===== src/rtl/imem_loader_if.sv =====
// Byte-stream load port and instruction-memory write port of the loader.
interface imem_loader_if #(
    parameter int unsigned AW = 10
);
    logic          start;
    logic          in_valid;
    logic [7:0]    in_data;
    logic          in_last;
    logic          in_ready;
    logic          imem_we;
    logic [AW-1:0] imem_addr;
    logic [31:0]   imem_wdata;
    logic          cpu_rst;
    logic          busy;
    logic          done;
    logic          error;
    logic [AW:0]   words_loaded;

    // Loader side.
    modport slave (
        input  start, in_valid, in_data, in_last,
        output in_ready, imem_we, imem_addr, imem_wdata,
               cpu_rst, busy, done, error, words_loaded
    );

    // Host / stream source side.
    modport master (
        output start, in_valid, in_data, in_last,
        input  in_ready, imem_we, imem_addr, imem_wdata,
               cpu_rst, busy, done, error, words_loaded
    );
endinterface


===== src/rtl/imem_loader.sv =====
// Loads a big-endian byte stream into a 32-bit instruction memory and holds
// the CPU in reset until a complete image has been written.
module imem_loader #(
    parameter int unsigned DEPTH = 1024,
    parameter int unsigned AW    = 10
) (
    input  logic          clk,
    input  logic          rst,
    imem_loader_if.slave  bus
);
    typedef enum logic [1:0] {IDLE, LOAD, DONE, ERR} state_t;

    state_t        state_q;
    logic [1:0]    byte_cnt_q;
    logic [31:0]   word_q;
    logic [31:0]   word_d;
    logic          we_q;
    logic [AW-1:0] addr_q;
    logic [31:0]   wdata_q;
    logic [AW:0]   words_q;
    logic          ready_q;
    logic          busy_q;
    logic          done_q;
    logic          error_q;
    logic          cpu_rst_q;
    logic          accept;
    logic          full;

    assign accept = bus.in_valid && ready_q;
    assign full   = (words_q == (AW+1)'(DEPTH));

    // Partial word with the incoming byte merged into its big-endian lane.
    always_comb begin
        word_d = word_q;
        case (byte_cnt_q)
            2'd0:    word_d[31:24] = bus.in_data;
            2'd1:    word_d[23:16] = bus.in_data;
            2'd2:    word_d[15:8]  = bus.in_data;
            default: word_d[7:0]   = bus.in_data;
        endcase
    end

    // Load FSM with registered status, handshake and write-port outputs.
    always_ff @(posedge clk) begin
        if (rst) begin
            state_q    <= IDLE;
            byte_cnt_q <= 2'd0;
            word_q     <= 32'd0;
            we_q       <= 1'b0;
            addr_q     <= '0;
            wdata_q    <= 32'd0;
            words_q    <= '0;
            ready_q    <= 1'b0;
            busy_q     <= 1'b0;
            done_q     <= 1'b0;
            error_q    <= 1'b0;
            cpu_rst_q  <= 1'b1;
        end else begin
            we_q <= 1'b0;
            case (state_q)
                LOAD: begin
                    if (accept) begin
                        if (full) begin
                            // Image larger than the memory: stop without writing.
                            state_q    <= ERR;
                            ready_q    <= 1'b0;
                            busy_q     <= 1'b0;
                            error_q    <= 1'b1;
                            byte_cnt_q <= 2'd0;
                            word_q     <= 32'd0;
                        end else if (byte_cnt_q == 2'd3 || bus.in_last) begin
                            // Word complete (or zero-filled final word): write it.
                            we_q       <= 1'b1;
                            addr_q     <= words_q[AW-1:0];
                            wdata_q    <= word_d;
                            words_q    <= words_q + {{AW{1'b0}}, 1'b1};
                            byte_cnt_q <= 2'd0;
                            word_q     <= 32'd0;
                            if (bus.in_last) begin
                                state_q <= DONE;
                                ready_q <= 1'b0;
                                busy_q  <= 1'b0;
                                done_q  <= 1'b1;
                            end
                        end else begin
                            word_q     <= word_d;
                            byte_cnt_q <= byte_cnt_q + 2'd1;
                        end
                    end
                end
                default: begin
                    if (bus.start) begin
                        state_q    <= LOAD;
                        ready_q    <= 1'b1;
                        busy_q     <= 1'b1;
                        done_q     <= 1'b0;
                        error_q    <= 1'b0;
                        cpu_rst_q  <= 1'b1;
                        byte_cnt_q <= 2'd0;
                        word_q     <= 32'd0;
                        words_q    <= '0;
                        addr_q     <= '0;
                    end else if (state_q == DONE) begin
                        // Release the CPU one cycle after the final write.
                        cpu_rst_q <= 1'b0;
                    end
                end
            endcase
        end
    end

    assign bus.in_ready     = ready_q;
    assign bus.imem_we      = we_q;
    assign bus.imem_addr    = addr_q;
    assign bus.imem_wdata   = wdata_q;
    assign bus.cpu_rst      = cpu_rst_q;
    assign bus.busy         = busy_q;
    assign bus.done         = done_q;
    assign bus.error        = error_q;
    assign bus.words_loaded = words_q;
endmodule


===== src/flat_wrapper.sv =====
// flat-port wrapper written by rule: the top's interface ports become plain ports
module imem_loader_flat 
#(
    parameter int unsigned DEPTH = 1024,
    parameter int unsigned AW    = 10
)
  (clk, rst, bus_start, bus_in_valid, bus_in_data, bus_in_last, bus_in_ready, bus_imem_we, bus_imem_addr, bus_imem_wdata, bus_cpu_rst, bus_busy, bus_done, bus_error, bus_words_loaded);
  imem_loader_if #(.AW(AW)) bus_i ();
  input  logic clk;
  input  logic rst;
  input wire logic [$bits(bus_i.start)-1:0] bus_start;
  input wire logic [$bits(bus_i.in_valid)-1:0] bus_in_valid;
  input wire logic [$bits(bus_i.in_data)-1:0] bus_in_data;
  input wire logic [$bits(bus_i.in_last)-1:0] bus_in_last;
  output wire logic [$bits(bus_i.in_ready)-1:0] bus_in_ready;
  output wire logic [$bits(bus_i.imem_we)-1:0] bus_imem_we;
  output wire logic [$bits(bus_i.imem_addr)-1:0] bus_imem_addr;
  output wire logic [$bits(bus_i.imem_wdata)-1:0] bus_imem_wdata;
  output wire logic [$bits(bus_i.cpu_rst)-1:0] bus_cpu_rst;
  output wire logic [$bits(bus_i.busy)-1:0] bus_busy;
  output wire logic [$bits(bus_i.done)-1:0] bus_done;
  output wire logic [$bits(bus_i.error)-1:0] bus_error;
  output wire logic [$bits(bus_i.words_loaded)-1:0] bus_words_loaded;
  assign bus_i.start = bus_start;
  assign bus_i.in_valid = bus_in_valid;
  assign bus_i.in_data = bus_in_data;
  assign bus_i.in_last = bus_in_last;
  assign bus_in_ready = bus_i.in_ready;
  assign bus_imem_we = bus_i.imem_we;
  assign bus_imem_addr = bus_i.imem_addr;
  assign bus_imem_wdata = bus_i.imem_wdata;
  assign bus_cpu_rst = bus_i.cpu_rst;
  assign bus_busy = bus_i.busy;
  assign bus_done = bus_i.done;
  assign bus_error = bus_i.error;
  assign bus_words_loaded = bus_i.words_loaded;
  imem_loader #(.DEPTH(DEPTH), .AW(AW)) u_core (.clk(clk), .rst(rst), .bus(bus_i));
endmodule

===== config.mk =====
export PLATFORM = sky130hd
export DESIGN_NAME = imem_loader_flat
export DESIGN_NICKNAME = d
export VERILOG_FILES = /design/src/rtl/imem_loader_if.sv /design/src/rtl/imem_loader.sv /design/src/flat_wrapper.sv
export SDC_FILE = /design/constraint.sdc
export NUM_CORES = 1
export LEC_CHECK = 0
export ABC_AREA = 1
export CAP_MARGIN = 20
export CORE_MARGIN = 3
export CORE_UTILIZATION = 49
export CTS_CLUSTER_DIAMETER = 120
export CTS_CLUSTER_SIZE = 25
export DETAILED_ROUTE_END_ITERATION = 10
export DONT_BUFFER_PORTS = 1
export GPL_TIMING_DRIVEN = 0
export PLACE_DENSITY = 0.67
export SYNTH_ARGS = -nofsm -noshare
export SYNTH_HDL_FRONTEND = slang
export SYNTH_SLANG_ARGS = --single-unit

===== constraint.sdc =====
create_clock -name clk -period 1.6 [get_ports clk]
set_input_delay 0.32 -clock clk [delete_from_list [all_inputs] [get_ports clk]]
set_output_delay 0.32 -clock clk [all_outputs]
set_load 0.03 [all_outputs]

==> results.txt <==
Post-synth top cells: nand2_1, dfxtp_1, o21ai_0, nor2_1, a21oi_1
Post-synthesis average cell area: 7.44 um^2
Clk root buf: clkbuf_8
Htree depth: 3
Critical path required time: 1.85 ns
Clock transition at path regs: 0.09 ns
Ys Warns: 0
Data arrival time of the critical path: 1.80 ns
Most frequent cell after synthesis: nand2_1
Routed vias/inst: 5.45
Port Buffers: 0
Max clock buf depth: 2
Synthesis-to-finish area growth: 16.1%
Max frequency: 644 MHz
Clk_skew: 0.00877 ns
Die width: 97.1 um
Vias in the first global route: 3448
I/O pin count: 72
Layout cell share with drive strength beyond 1: 19.4%
Largest net degree at the start of global routing: 17
Mapped Area: 4070 um^2
Pins Over Slew Limit: 0
Final ANT Viol Nets: 0
Core ar.: 7890 um^2
Unique cell type count in the Yosys netlist: 31
Drt drc: 0
Initial Util: 51.6%
Place WS: -0.221 ns
Net Count, Synth: 566
Diode count: 0
Area leader, netlist: dfxtp_1
Number of max-cap violations: 0
Leakage: 1.87 nW
Clock sinks: 94
Worst Setup Path Type: reg2reg
# rows: 32
CP max-delay cell: dfxtp_4
Inserted Clock Buffers: 9
Worst skew pair latency: 0.36 ns
Routed length per instance: 16.0 um
FFs w/ async S/R, synth: 0%
Post-synth EDFFs: 0
Status: completed
Final wirelength: 10.8 mm
First-pass GRT wire length: 17.2 mm
Final nets: 586
First drt pass iteration count: 5
Worst-path fanout max: 10
TritonCTS clock tree: built
Via Count: 3675
Most used DFF post-synth: dfxtp_1
Worst-Margin Slew: 0.561 ns
Antenna violations before repair: 0
Die area: 9430 um^2
Yosys top cell area share: 46.2%
Fin worst setup slack: 0.0477 ns
Overall routing resource usage: 22.2%
CP delay by family, top: flip-flops
FF+latch count, synth: 94
Final period util: 97.0%
Final min period: 1.55 ns
Register area: 1910 um^2
Multi-input logic area: 1960 um^2
Cells along the critical path: inv_4, ha_4, nand3_4, nor2_4, nor2_8, buf_8, o21ai_0, a21oi_1
Count of buffer and inverter cells on the critical path: 2
Power density cells: 981 nW/um^2
Fin. Hold Viols: 0
Design Power: 4.64 mW
DRT iter0 DRCs: 222
RSZ-0062 raised after global routing: true
Syn Inst Count: 547
Worst hold path type: in2reg
Dominant cells by area after synthesis: dfxtp_1, o21ai_0, nand2_1
Maximum vdd drop: 0.555 mV
Die Height: 97.1 um
CP peak stage delay: 0.43 ns
Fill cells: 709
Setup violators final: 0
Routability cong.: 0.878
CTS Hold Buffers Added: 0
Hpwl dp: 7.52 mm
Crit. End Element: flip-flop
Seq/Total Area, Yosys: 46.2%
Slew headroom: 62.6%
Crit start category: flip-flop
Total grt overflow: 0
[cells in the final DEF, fill, tap and decap left out, types with 2 or more instances in the layout]
cell        instances
clkbuf_16           3
nand2_2             7
clkbuf_1            3
buf_2               4
clkbuf_4            2
a21oi_1            39
nand4_1             4
o21ai_2             6
clkinvlp_4          3
nand2_1           108
dfxtp_2             9
nor2_4              4
nand2_4             5
buf_4               9
inv_2               4
buf_8               6
clkbuf_2            3
inv_1              35
a21oi_2             2
nor2_1             59
dfxtp_1            80
buf_6               8
nand3_1            26
nand3_2             3
nor2_2              6
dfxtp_4             5
ha_4                2
nor3_1              3
o21ai_1            32
o21ai_0            65
ha_2                4
clkbuf_8            9
[logic make-up (layout without fill, tap and decap cells)]
logic type	count (synthesis)	in the layout	synth area share [%]
adders and majority gates	6	6	1.84
AOI/OAI and AO/OA	145	145	17.9
xor gates and xnor gates	1	1	0.215
buffers and inverters	73	96	9.44
and+or+nand+nor	227	229	24.1
DFF	94	94	46.2
muxes	1	1	0.246
[power breakdown]
part	total, mW	switching (mW)	internal (mW)
logic	0.664	0.409	0.254
clock network	1.46	0.880	0.577
registers	2.52	0.0960	2.42
[repair_timing]
action,CTS,global route
gates cloned,2,5
pin swaps,3,7
resized for setup,41,52
setup buffers,0,6
endpoints found under the hold margin,0,0
endpoints found under the setup margin,92,88
[registers in the layout, indices dropped and copies added, names as in the netlist]
name                     flops
u_core.bus.imem_addr        10
u_core.bus.imem_wdata       32
u_core.bus.cpu_rst           1
u_core.word_q               32
u_core.bus.words_loaded     11
u_core.bus.error             1
u_core.bus.busy              1
u_core.bus.done              1
u_core.state_q               2
u_core.bus.imem_we           1
u_core.byte_cnt_q            2
[metrics by stage]
step                setup TNS, ns  hold WS, ns  cell area, um^2  instances  util [%]
floorplan                       0        0.389             4070        547         -
global placement           -10.42        0.390             4200        649      53.2
detailed placement         -11.19        0.395             4200        649      53.2
CTS                             0       0.0133             4450        666      56.4
global route               -0.370    -0.000515             4730        674      59.9
finish                          0       0.0126             4730        674      59.9
[per-layer routing]
layer	share of wire [%]	track usage [%]	wire length [um]
met1	43	28.2	4630
met3	7.1	5.10	763
met2	48	36.2	5150
met5	0	0	0
met4	2.3	9.18	250
[path summary, 6_finish.rpt]
check / from / endpoint / slack (ns) / cells past startpoint
max: u_core.bus.words_loaded[0]$_SDFFE_PP0P_ / u_core.bus.imem_wdata[25]$_SDFFE_PP0P_ / 0.05 / 8
max reg2reg: u_core.bus.words_loaded[0]$_SDFFE_PP0P_ / u_core.bus.imem_wdata[25]$_SDFFE_PP0P_ / 0.05 / 8
min: rst / u_core.bus.words_loaded[10]$_SDFFE_PP0P_ / 0.01 / 1
min reg2reg: u_core.word_q[4]$_SDFFE_PP0P_ / u_core.word_q[4]$_SDFFE_PP0P_ / 0.43 / 2
[cell type report]
class	instances	area share [%]
repair buffers	11	2.89
well taps	102	2.70
flip-flops and latches	94	40.5
clock buffers	10	2.70
inverters	41	3.31
multi-input cells	382	41.5
plain buffers	28	5.43
clock inverters	6	1.01
Note: power is estimated with default switching activity, not from simulation.
